--- src/rtl/servo_pkg.sv ---
// Shared types and default constants for the servo PWM controller.
package servo_pkg;

  typedef enum logic [1:0] {
    StIdle,
    StHigh,
    StLow
  } state_e;

  localparam int unsigned DefPeriodCyc = 1000000;
  localparam int unsigned DefMinCyc    = 50000;
  localparam int unsigned DefStepCyc   = 196;
  localparam int unsigned DefMaxCyc    = 100000;
  localparam int unsigned DefCenterPos = 128;
  localparam int unsigned DefRampStep  = 4;

  // Move cur toward tgt by at most step, landing exactly on tgt.
  function automatic logic [7:0] ramp_toward(input logic [7:0] cur, input logic [7:0] tgt,
                                             input logic [7:0] step);
    if (tgt > cur) begin
      return ((tgt - cur) > step) ? cur + step : tgt;
    end else begin
      return ((cur - tgt) > step) ? cur - step : tgt;
    end
  endfunction

endpackage

--- src/rtl/servo_width_calc.sv ---
// Pulse width from position: MIN_CYC + pos*STEP_CYC, clamped to MAX_CYC. Pure combinational.
module servo_width_calc #(
  parameter int unsigned MIN_CYC  = 50000,
  parameter int unsigned STEP_CYC = 196,
  parameter int unsigned MAX_CYC  = 100000,
  parameter int unsigned WidthW   = 17
) (
  input  logic [7:0]        pos,
  output logic [WidthW-1:0] width
);

  logic [63:0] raw;

  always_comb begin
    raw   = 64'(MIN_CYC) + 64'(pos) * 64'(STEP_CYC);
    width = (raw > 64'(MAX_CYC)) ? WidthW'(MAX_CYC) : WidthW'(raw);
  end

endmodule

--- src/rtl/servo_pwm_ctrl.sv ---
// Servo PWM frame generator with a one-deep command slot.
// Define SERVO_RAMP_EN to slew the active position by at most RAMP_STEP per frame.
module servo_pwm_ctrl
  import servo_pkg::*;
#(
  parameter int unsigned PERIOD_CYC = DefPeriodCyc,
  parameter int unsigned MIN_CYC    = DefMinCyc,
  parameter int unsigned STEP_CYC   = DefStepCyc,
  parameter int unsigned MAX_CYC    = DefMaxCyc,
  parameter int unsigned CENTER_POS = DefCenterPos,
  parameter int unsigned RAMP_STEP  = DefRampStep
) (
  input  logic       clk,
  input  logic       rst_n,
  input  logic       enable,
  input  logic       cmd_valid,
  input  logic [7:0] cmd_pos,
  output logic       cmd_ready,
  output logic       pwm,
  output logic       frame_start,
  output logic       busy
);

  localparam int unsigned CntW   = $clog2(PERIOD_CYC);
  localparam int unsigned WidthW = $clog2(MAX_CYC + 1);
  localparam logic [CntW-1:0] LastCnt = CntW'(PERIOD_CYC - 1);
  localparam logic [7:0] CenterPos = 8'(CENTER_POS);

  if (RAMP_STEP == 0 || RAMP_STEP > 255) begin : g_bad_ramp
    $error("RAMP_STEP must be in 1..255");
  end

  state_e            state_q, state_d;
  logic [CntW-1:0]   count_q, count_d;
  logic [WidthW-1:0] width_q, width_d, width_calc;
  logic [7:0]        active_q, active_d, pending_q, pending_d, next_active;
  logic              pending_full_q, pending_full_d;
  logic              pwm_q, pwm_d, fs_q, fs_d, start;

`ifdef SERVO_RAMP_EN
  logic [7:0] target_q, next_target;

  assign next_target = pending_full_q ? pending_q : target_q;
  assign next_active = ramp_toward(active_q, next_target, 8'(RAMP_STEP));

  always_ff @(posedge clk or negedge rst_n) begin
    if (!rst_n) begin
      target_q <= CenterPos;
    end else if (start) begin
      target_q <= next_target;
    end
  end
`else
  // Without ramping the target register is the active position itself.
  assign next_active = pending_full_q ? pending_q : active_q;
`endif

  servo_width_calc #(
    .MIN_CYC  (MIN_CYC),
    .STEP_CYC (STEP_CYC),
    .MAX_CYC  (MAX_CYC),
    .WidthW   (WidthW)
  ) u_width_calc (
    .pos   (next_active),
    .width (width_calc)
  );

  always_comb begin
    state_d        = state_q;
    count_d        = count_q;
    width_d        = width_q;
    active_d       = active_q;
    pending_d      = pending_q;
    pending_full_d = pending_full_q;
    fs_d           = 1'b0;
    start          = 1'b0;

    unique case (state_q)
      StIdle: start = enable;
      StHigh, StLow: begin
        if (count_q == LastCnt) begin
          if (enable) begin
            start = 1'b1;
          end else begin
            state_d = StIdle;
            count_d = '0;
          end
        end else begin
          count_d = count_q + CntW'(1);
          if (state_q == StHigh && 32'(count_d) >= 32'(width_q)) state_d = StLow;
        end
      end
      default: state_d = StIdle;
    endcase

    if (start) begin
      state_d        = StHigh;
      count_d        = '0;
      fs_d           = 1'b1;
      active_d       = next_active;
      width_d        = width_calc;
      pending_full_d = 1'b0;
    end

    // Only an empty slot accepts, so a start-cycle accept survives to the next frame.
    if (cmd_valid && !pending_full_q) begin
      pending_d      = cmd_pos;
      pending_full_d = 1'b1;
    end

    pwm_d = (state_d == StHigh) && (32'(count_d) < 32'(width_d));
  end

  always_ff @(posedge clk or negedge rst_n) begin
    if (!rst_n) begin
      state_q        <= StIdle;
      count_q        <= '0;
      width_q        <= '0;
      active_q       <= CenterPos;
      pending_q      <= '0;
      pending_full_q <= 1'b0;
      pwm_q          <= 1'b0;
      fs_q           <= 1'b0;
    end else begin
      state_q        <= state_d;
      count_q        <= count_d;
      width_q        <= width_d;
      active_q       <= active_d;
      pending_q      <= pending_d;
      pending_full_q <= pending_full_d;
      pwm_q          <= pwm_d;
      fs_q           <= fs_d;
    end
  end

  assign cmd_ready   = !pending_full_q;
  assign pwm         = pwm_q;
  assign frame_start = fs_q;
  assign busy        = (state_q != StIdle);

endmodule

--- config.mk ---
export PLATFORM = sky130hd
export DESIGN_NAME = servo_pwm_ctrl
export DESIGN_NICKNAME = d
export VERILOG_FILES = /design/src/rtl/servo_pkg.sv /design/src/rtl/servo_width_calc.sv /design/src/rtl/servo_pwm_ctrl.sv
export SDC_FILE = /design/constraint.sdc
export NUM_CORES = 1
export LEC_CHECK = 0
export CAP_MARGIN = 0
export CORE_MARGIN = 3
export CORE_UTILIZATION = 45
export CTS_CLUSTER_DIAMETER = 200
export DETAILED_ROUTE_END_ITERATION = 8
export SLEW_MARGIN = 5
export SYNTH_ARGS = -nofsm -noshare
export SYNTH_HDL_FRONTEND = slang
export SYNTH_SLANG_ARGS = --single-unit
--- constraint.sdc ---
create_clock -name clk -period 8.45 [get_ports clk]
set_clock_uncertainty 0.05 [all_clocks]
set_input_delay 1.69 -clock clk [delete_from_list [all_inputs] [get_ports clk]]
set_output_delay 1.69 -clock clk [all_outputs]
set_load 0.01 [all_outputs]
==> results_tabular.tex <==
\begin{tabular}{lr}
\hline
Metric & Value \\
\hline
\multicolumn{2}{l}{\textbf{Yosys}} \\
\quad Compound-Gate Fraction of Synth Area & 0.182 \\
\quad Fraction of the yosys area taken by sequential cells & 0.302 \\
\quad Number of synthesized register bits & 58 \\
\quad Yosys warning total & 0 \\
\quad Fraction of synthesized cell area taken by the top area cell type & 0.296 \\
\quad Combined area of all synthesized cells & 4810 um\^{}2 \\
\quad Number of enable-type register cells in the synthesized netlist & 0 \\
\quad Prevailing post-synth register cell & sky130\_fd\_sc\_hd\_\_dfrtp\_1 \\
\quad Average instance area after synthesis & 8.95 um\^{}2 \\
\quad Simple-Gate Fraction of Synth Area & 0.179 \\
\quad Library cell with the largest summed area after synthesis & sky130\_fd\_sc\_hd\_\_dfrtp\_1 \\
\quad Post-Synth Adder-Cell Area & 0.187 \\
\quad Cell types occupying the most area after synthesis & sky130\_fd\_sc\_hd\_\_dfrtp\_1 (30\%), sky130\_fd\_sc\_hd\_\_ha\_1 (17\%), sky130\_fd\_sc\_hd\_\_nand2\_1 (3.7\%), sky130\_fd\_sc\_hd\_\_inv\_1 (3.1\%), sky130\_fd\_sc\_hd\_\_nor2\_1 (3.1\%) \\
\quad Multiplexer share of the synthesized area & 0.0426 \\
\quad Net count after synthesis & 620 \\
\quad XOR/XNOR Fraction of Synth Area & 0.0582 \\
\quad Distinct cell type count of the synthesized netlist & 64 \\
\quad Share of synthesized flip-flops with an asynchronous set or reset & 1.00 \\
\quad Post-synthesis cell count & 538 \\
\quad Dominant combinational cell family by area after synthesis & adder cells \\
\multicolumn{2}{l}{\textbf{Min path}} \\
\quad Worst Min Path Start & active\_q[5]\$\_DFFE\_PN0P\_ \\
\quad Cell count of the worst hold path & 2 \\
\quad Worst hold endpoint & active\_q[5]\$\_DFFE\_PN0P\_ \\
\quad Path class of the lowest-slack min-delay path & reg2reg \\
\multicolumn{2}{l}{\textbf{Pwr}} \\
\quad Peak VDD IR & 396 uV \\
\quad Leakage Power & 2.47 nW \\
\quad Power per unit of standard cell area & 372 nW/um\^{}2 \\
\quad Power Total & 1.95 mW \\
\multicolumn{2}{l}{\textbf{Route}} \\
\quad Drt drc & 0 \\
\quad Antenna-violating nets left & 0 \\
\quad Number of vias after detailed routing & 3,927 \\
\quad Iteration-0 DRC count of the detailed router & 246 \\
\quad Vias per cell & 5.72 \\
\quad Wire length reported by the detailed router & 11,300 um \\
\quad Routed length per placed instance & 16.5 um \\
\quad Detailed Routing Iterations Pass 1 & 5 \\
\multicolumn{2}{l}{\textbf{Finish}} \\
\quad Leading cell types in the layout, fill and taps excluded & sky130\_fd\_sc\_hd\_\_ha\_1 (67), sky130\_fd\_sc\_hd\_\_dfrtp\_1 (57), sky130\_fd\_sc\_hd\_\_nand2\_1 (48), sky130\_fd\_sc\_hd\_\_inv\_1 (40), sky130\_fd\_sc\_hd\_\_nor2\_1 (40) \\
\quad Layout overhead on the synthesized area & 9.18\% \\
\quad Core Util, Final & 0.507 \\
\quad Filler Cells Inserted & 973 \\
\quad Final cell count without fillers & 687 \\
\quad Final cell area excluding filler cells & 5260 um\^{}2 \\
\quad Antenna fix cells & 0 \\
\quad Most common library cell in the layout ignoring fill and taps & sky130\_fd\_sc\_hd\_\_ha\_1 \\
\quad Post-layout nets & 630 \\
\quad Ratio of cells with drive above 1 in the final layout & 0.0762 \\
\multicolumn{2}{l}{\textbf{Placed design}} \\
\quad IO buf count & 15 \\
\quad Pre-CTS setup slack & 1.83 ns \\
\quad Final Wtd Congestion & 0.834 \\
\quad Detailed placement HPWL & 8630 um \\
\quad Placement Cell Area & 5060 um\^{}2 \\
\quad Total instance count after detailed placement & 673 \\
\multicolumn{2}{l}{\textbf{Clock tree}} \\
\quad Skew-Pair Late Insertion Delay & 0.34 ns \\
\quad Gates resized, CTS repair & 0 \\
\quad Clock buffer depth & 2 \\
\quad Hold\_buf cts & 0 \\
\quad Clock slew at the register clock pins of the worst setup and hold paths & 0.07 ns \\
\quad Root Buffer & sky130\_fd\_sc\_hd\_\_clkbuf\_8 \\
\quad Number of buffers created by CTS & 9 \\
\quad Clock H-tree levels & 3 \\
\quad Clock tree from TritonCTS & done \\
\quad Sinks on Clock Net & 58 \\
\quad Setup fix buffers added after clock tree synthesis & 0 \\
\multicolumn{2}{l}{\textbf{STA}} \\
\quad Worst hold margin & 0.422 ns \\
\quad Pin slew with the least headroom to its limit & 0.947 ns \\
\quad RSZ-0062 raised after global routing & false \\
\quad Count of endpoints failing setup in the final report & 0 \\
\quad Period utilization & 0.793 \\
\quad Final slew viol count & 0 \\
\quad Post-Route Setup TNS & 0 ns \\
\quad Achievable frequency & 149 MHz \\
\quad Hold violation total from the final report & 0 \\
\quad Worst slew margin & 0.363 \\
\quad Worst Setup Slack, final & 1.74 ns \\
\quad Shortest clock period the worst path allows after layout & 6.71 ns \\
\multicolumn{2}{l}{\textbf{Global routing}} \\
\quad First-pass GRT wire length & 18,900 um \\
\quad Pin count of the biggest net entering global routing & 59 \\
\quad Global Route Usage Sum & 0.200 \\
\quad Initial antenna violation count & 0 \\
\quad Number of global-route vias before repair & 3,971 \\
\quad Congestion Overflow GR & 0 \\
\multicolumn{2}{l}{\textbf{Worst setup path}} \\
\quad Data required time of the critical path & 8.65 ns \\
\quad Path depth of the worst reg2reg path & 21 \\
\quad Setup slack of the worst register-to-register path & 1.74 ns \\
\quad Series of cell instances along the critical path & mux2i\_1, inv\_1, ha\_1, fa\_1, ha\_1, ha\_1, inv\_1, fa\_1, nor2b\_1, a21oi\_1, nor3b\_1, xor2\_1, a311o\_1, o31ai\_1, o21ai\_0, ha\_1, a211o\_1, a221oi\_1, nand2\_1, o41a\_1, nor4b\_2 \\
\quad Kind of end point of the critical path & flop \\
\quad Beginning of the worst register-to-register path & pending\_full\_q\$\_DFFE\_PN0P\_ \\
\quad Slowest stage delay, CP & 0.69 ns \\
\quad Critical path's most frequent cell & sky130\_fd\_sc\_hd\_\_ha\_1 \\
\quad Setup crit start kind & flop \\
\quad Total buffers and inverters traversed by the critical path & 2 \\
\quad CP Class & reg2reg \\
\quad Critical path fanouts, max & 13 \\
\quad Timing startpoint of the critical path & pending\_full\_q\$\_DFFE\_PN0P\_ \\
\quad Arrival @ worst endpoint & 6.90 ns \\
\quad Library cell contributing the largest single delay on the critical path & sky130\_fd\_sc\_hd\_\_o31ai\_1 \\
\quad Critical path's top delay family & compound AO/OA/AOI/OAI gates \\
\quad Endpoint of the most critical register-to-register path & pwm\$\_DFF\_PN0\_ \\
\multicolumn{2}{l}{\textbf{Floorplanning}} \\
\quad Die footprint & 12,000 um\^{}2 \\
\quad Standard-cell rows & 37 \\
\quad Die boundary width & 109 um \\
\quad Num ports & 16 \\
\quad Effective utilization at floorplan & 0.464 \\
\quad Core Box Area & 10,400 um\^{}2 \\
\quad Chip Height & 109 um \\
\multicolumn{2}{l}{\textbf{Status}} \\
\quad Outcome & finished clean \\
\multicolumn{2}{l}{\textbf{Run}} \\
\quad Max-cap violation count & 0 \\
\hline
\end{tabular}
==> per-layer routing <==
| metal | share of wire | track usage |
|---|---|---|
| met1 | 0.46 | 0.254 |
| met2 | 0.49 | 0.347 |
| met3 | 0.029 | 0.0294 |
| met4 | 0.020 | 0.0695 |
| met5 | 0 | 0 |
==> where the power goes <==
group | leakage (nW) | internal, mW | switching [mW]
combinational | 1.65 | 0.553 | 0.784
sequential | 0.717 | 0.314 | 0.0435
clock | 0.101 | 0.148 | 0.112
==> sequential cells by signal, indices dropped and copies added (netlist names) <==
name	flops
pending_full_q	1
pending_q	8
state_q	2
width_q	17
active_q	8
frame_start	1
count_q	20
pwm	1
==> cell type report <==
class                   count  area [um^2]  share of cell area
well taps                 136          170              0.0324
multi-input cells         421         3120               0.594
flip-flops and latches     58         1450               0.276
inverters                  41          159              0.0302
repair buffers             17          160              0.0305
clock buffers              11          151              0.0288
clock inverters             3         40.0             0.00762
==> cell families (layout without fill, tap and decap cells) <==
kind of cell               Yosys count  count (layout)
AOI/OAI and AO/OA                  131             131
xor gates and xnor gates            32              32
adders and majority gates           70              70
buffers and inverters               59              72
DFF                                 58              58
muxes                               19              19
and+or+nand+nor                    169             169
==> worst max-delay path by stage <==
stage,cells past startpoint,slack [ns],end
2_1_floorplan,24,2.22,pwm$_DFF_PN0_
3_3_place_gp,20,1.93,pwm$_DFF_PN0_
3_5_place_dp,21,1.83,pwm$_DFF_PN0_
4_1_cts,21,1.79,pwm$_DFF_PN0_
5_1_grt,22,1.20,pwm$_DFF_PN0_
6_report,21,1.74,pwm$_DFF_PN0_
==> Yosys cell counts, drive strengths merged, types with 10 or more instances <==
master	instances
ha	67
dfrtp	57
nand2	48
nor2	41
inv	40
o21ai	30
a21oi	26
nand3	19
xnor2	16
xor2	16
mux2	12
a22oi	10
clkbuf	10
==> tightest hold or removal path, cell delays in order (launching register included) <==
cell and delay, ns:
sky130_fd_sc_hd__dfrtp_1 0.34, sky130_fd_sc_hd__nand2_1 0.05, sky130_fd_sc_hd__nand2_1 0.06
No activity file was read; power rests on OpenSTA's default activity.
==> RTL change 1, RTL diff (config.mk and constraints unchanged) <==
The output `pwm` loses its register stage (`pwm_q` becomes a continuous assignment).
--- a/src/rtl/servo_pwm_ctrl.sv
+++ b/src/rtl/servo_pwm_ctrl.sv
@@ -121,3 +121,2 @@
       pending_full_q <= 1'b0;
-      pwm_q          <= 1'b0;
       fs_q           <= 1'b0;
@@ -130,3 +129,2 @@
       pending_full_q <= pending_full_d;
-      pwm_q          <= pwm_d;
       fs_q           <= fs_d;
@@ -134,2 +132,4 @@
   end
+
+  assign pwm_q = pwm_d;
 
Behaviour: not the same (a bounded check fails within 4 cycles, from zero or initial values and one cycle with rst_n low).
==> RTL change 1 against the unedited design <==
- synthesized area is 0.52% lower
- global-route usage is 0.43 points higher
- sequential share of layout area decreased by 1.3 points
- first-iteration DRC count decreased by 21%
- worst setup slack worse by 1.4 ns
- final area grew 3.2%
- sequential cell count shrank 1
- wire length grew 0.42%
- power is 15% higher
==> RTL change 1: results (changes against the unedited design) <==
<table>
<tr><th>Metric</th><th>Value</th></tr>
<tr><th colspan="2">Place</th></tr>
<tr><td>Hpwl dp</td><td>8.619 mm (-0.15%)</td></tr>
<tr><td>Cell count after placement</td><td>680 (+1.0%)</td></tr>
<tr><th colspan="2">Logic synthesis</th></tr>
<tr><td>Number of standard cells after synthesis</td><td>537 (-0.19%)</td></tr>
<tr><td>Arithmetic-cell share of the synthesized area counting full adders, half adders and majority gates</td><td>18.76% (+0.098 points)</td></tr>
<tr><td>Share of synthesized area occupied by flip-flops and latches</td><td>29.81% (-0.36 points)</td></tr>
<tr><td>Mux share of post-synthesis cell area</td><td>4.285% (+0.022 points)</td></tr>
<tr><td>Cell types occupying the most area after synthesis</td><td>sky130_fd_sc_hd__dfrtp_1 (29%), sky130_fd_sc_hd__ha_1 (18%), sky130_fd_sc_hd__nand2_1 (3.8%)</td></tr>
<tr><th colspan="2">Setup path</th></tr>
<tr><td>Worst-case register-to-register setup slack</td><td>3.93 ns (+2.19 ns)</td></tr>
<tr><td>CP Data Arrival Time</td><td>6.36 ns (-0.54 ns)</td></tr>
<tr><td>Worst Reg-to-Reg Cells</td><td>15 (-29%)</td></tr>
<tr><td>Critical path endpoint</td><td>pwm</td></tr>
<tr><td>Standard cell with the maximum stage delay on the critical path</td><td>sky130_fd_sc_hd__fa_1</td></tr>
<tr><th colspan="2">Drt</th></tr>
<tr><td>Routed vias/inst</td><td>5.697 (-0.33%)</td></tr>
<tr><td>Wirelength per Cell</td><td>16.18 um (-1.9%)</td></tr>
<tr><td>Drt initial violations</td><td>195 (-21%)</td></tr>
<tr><th colspan="2">Power and ir drop</th></tr>
<tr><td>Max rail drop VDD</td><td>368.3 uV (-6.9%)</td></tr>
<tr><td>Leakage power summed over all cells</td><td>2.559 nW (+3.5%)</td></tr>
<tr><th colspan="2">GRT</th></tr>
<tr><td>All-layer global routing usage</td><td>20.45% (+0.43 points)</td></tr>
<tr><td>Pin count of the biggest net entering global routing</td><td>58 (-1.7%)</td></tr>
<tr><td>Met2 track demand over resource</td><td>35.79% (+1.0 points)</td></tr>
<tr><th colspan="2">Cells and area</th></tr>
<tr><td>Layout Cells excl Fill</td><td>703 (+2.3%)</td></tr>
<tr><td>Count of fill cells added during filler insertion</td><td>972 (-0.10%)</td></tr>
<tr><th colspan="2">Min path</th></tr>
<tr><td>Launch instance of the worst min-delay path</td><td>active_q[7]$_DFFE_PN1P_</td></tr>
<tr><td>Hold endpoint</td><td>active_q[7]$_DFFE_PN1P_</td></tr>
<tr><th colspan="2">STA</th></tr>
<tr><td>Worst rel slew slack</td><td>40.37% (+4.1 points)</td></tr>
<tr><th colspan="2">Run status</th></tr>
<tr><td>Run status</td><td>finished clean</td></tr>
</table>
==> RTL change 1: power groups by stage <==
stage | Clock (mW) | Sequential [mW] | Combinational [mW]
floorplan | 0 | 0.338 | 1.10
global placement | 0 | 0.355 | 1.36
detailed placement | 0 | 0.356 | 1.38
CTS | 0.267 | 0.352 | 1.47
global route | 0.281 | 0.359 | 1.81
finish | 0.263 | 0.353 | 1.63
==> RTL change 1: tightest hold or removal path, stage by stage, from the launching register on <==
cell and delay (ns):
sky130_fd_sc_hd__dfstp_2 0.37, sky130_fd_sc_hd__nand2_1 0.05, sky130_fd_sc_hd__nand2_1 0.05
==> RTL change 1: per-layer routing <==
layer	vias to the layer above	share of wire, %
li1	1994	-
met1	1940	44
met2	51	51
met3	20	2.6
met4	0	2.3
met5	-	0
==> RTL change 1: through the flow <==
stage | utilization [%] | cell area, um^2 | hold WS [ns] | total power [mW] | TNS, ns
2_1_floorplan | - | 4788 | 0.3875 | 1.441 | 0
3_3_place_gp | 49.39 | 5099 | 0.4044 | 1.714 | 0
3_5_place_dp | 49.39 | 5099 | 0.4090 | 1.735 | -0.05335
4_1_cts | 51.80 | 5348 | 0.4211 | 2.093 | 0
5_1_grt | 52.54 | 5424 | 0.4693 | 2.447 | -0.01681
6_report | 52.54 | 5424 | 0.4167 | 2.247 | 0
==> RTL change 1: timing repair <==
item	4_1_cts	5_1_grt
resized for setup	14	8
buffers inserted	1	7
setup endpoints to repair	1	1
pin swaps	2	5
==> RTL change 1: cell type report <==
class	count	area share, %
timing repair buffer	33	5.075
clock inverter	3	0.7382
tap	136	3.137
clock buffer	12	2.860
sequential	57	26.34
inverter	41	2.930
multi-input combinational	421	58.92
==> RTL change 2, RTL diff (config.mk and constraints unchanged) <==
Without the edit above. Add a define of `SERVO_RAMP_EN`.
--- a/src/rtl/servo_pwm_ctrl.sv
+++ b/src/rtl/servo_pwm_ctrl.sv
@@ -2,2 +2,4 @@
 // Define SERVO_RAMP_EN to slew the active position by at most RAMP_STEP per frame.
+`define SERVO_RAMP_EN
+
 module servo_pwm_ctrl
Check against the original RTL: same outputs for any inputs over 10 cycles, from zero or initial values and one cycle with rst_n low; that may be too few to reach the edited logic, so the function may still have changed.
==> RTL change 2 against the unedited design <==
- count of clock-buffer cells in the layout shrank 1
- wire length grew 48%
- sequential cell count grew 8
- synthesized area grew 29%
- non-clock buffer count grew 70
- final cell count grew 43%
- synthesized cell count grew 36%
- sequential share of layout area shrank 6.2 points
- final area grew 47%
- worst setup slack lost 1.5 ns
- largest cell class unchanged
Power is left out: the tool's default activity adds up to more than one toggle a clock period on the data nets, which glitch-free logic cannot reach.
==> RTL change 2: results (changes against the unedited design) <==
<table>
<tr><th>Metric</th><th>Value</th></tr>
<tr><th colspan="2">Drt</th></tr>
<tr><td>Drt initial violations</td><td>466 (+89%)</td></tr>
<tr><td>Detailed-route wire length on metal 1</td><td>7.689 mm (+47%)</td></tr>
<tr><td>Wire length on met3</td><td>474 um (+46%)</td></tr>
<tr><th colspan="2">Logic synthesis</th></tr>
<tr><td>Number of standard cells after synthesis</td><td>730 (+36%)</td></tr>
<tr><td>Most common library cells after synthesis</td><td>sky130_fd_sc_hd__ha_1 (86), sky130_fd_sc_hd__nand2_1 (65), sky130_fd_sc_hd__dfrtp_1 (64), sky130_fd_sc_hd__inv_1 (55), sky130_fd_sc_hd__a21oi_1 (54)</td></tr>
<tr><td>Arithmetic-cell share of the synthesized area counting full adders, half adders and majority gates</td><td>18.68% (about the same)</td></tr>
<tr><td>Compound-gate portion of the synthesized area</td><td>18.88% (+0.64 points)</td></tr>
<tr><td>Mux share of post-synthesis cell area</td><td>4.408% (+0.14 points)</td></tr>
<tr><td>Share of synthesized area occupied by flip-flops and latches</td><td>26.73% (-3.5 points)</td></tr>
<tr><th colspan="2">Cells and area</th></tr>
<tr><td>Count of fill cells added during filler insertion</td><td>1215 (+25%)</td></tr>
<tr><td>Final layout net count</td><td>903 (+43%)</td></tr>
<tr><td>Seq. cell area</td><td>1655 um^2 (+14%)</td></tr>
<tr><th colspan="2">Setup path</th></tr>
<tr><td>Worst Reg-to-Reg Cells</td><td>43 (+100%)</td></tr>
<tr><td>Worst path max stage delay</td><td>0.56 ns (-0.13 ns)</td></tr>
<tr><td>CP Data Arrival Time</td><td>8.43 ns (+1.53 ns)</td></tr>
<tr><td>Worst-case register-to-register setup slack</td><td>0.22 ns (-1.52 ns)</td></tr>
<tr><td>Crit path max fanout</td><td>6 (-7)</td></tr>
<tr><th colspan="2">Run status</th></tr>
<tr><td>Run status</td><td>finished clean</td></tr>
<tr><th colspan="2">Clock network</th></tr>
<tr><td>Clock tree root buffer cell</td><td>sky130_fd_sc_hd__clkbuf_16</td></tr>
<tr><td>Number of gates resized after cts</td><td>2 (+2)</td></tr>
<tr><th colspan="2">Place</th></tr>
<tr><td>Hpwl dp</td><td>12.72 mm (+47%)</td></tr>
<tr><td>Final Wtd Congestion</td><td>0.8922 (+7.0%)</td></tr>
<tr><th colspan="2">STA</th></tr>
<tr><td>Post-route worst hold slack</td><td>0.4299 ns (+0.008146 ns)</td></tr>
<tr><th colspan="2">GRT</th></tr>
<tr><td>All-layer global routing usage</td><td>22.32% (+2.3 points)</td></tr>
<tr><td>Met3 track demand over resource</td><td>2.150% (-0.79 points)</td></tr>
<tr><td>Met1 demand-to-capacity share in global routing</td><td>29.68% (+4.3 points)</td></tr>
</table>
-- RTL change 2: cell count changes after synthesis, moves of 15 or more --
cell,unedited run,this run
sky130_fd_sc_hd__a21oi_1,26,54
sky130_fd_sc_hd__ha_1,67,86
sky130_fd_sc_hd__inv_1,40,55
sky130_fd_sc_hd__nand2_1,48,65
sky130_fd_sc_hd__o21ai_0,30,49
-- RTL change 2: cell type report --
type	count	area share (%)
sequential	66	21.47
clock buffer	10	3.100
tap	176	2.857
inverter	58	2.824
clock inverter	6	1.169
timing repair buffer	87	8.992
multi-input combinational	579	59.58
-- RTL change 2: worst max-delay path by stage --
stage	endpoint	slack (ns)	depth (start not counted)
4_1_cts	pwm$_DFF_PN0_	0.002	39
2_1_floorplan	pwm$_DFF_PN0_	0.13	38
5_1_grt	pwm$_DFF_PN0_	-0.25	41
6_report	pwm$_DFF_PN0_	0.22	43
3_3_place_gp	pwm$_DFF_PN0_	0.06	39
3_5_place_dp	pwm$_DFF_PN0_	-0.03	38
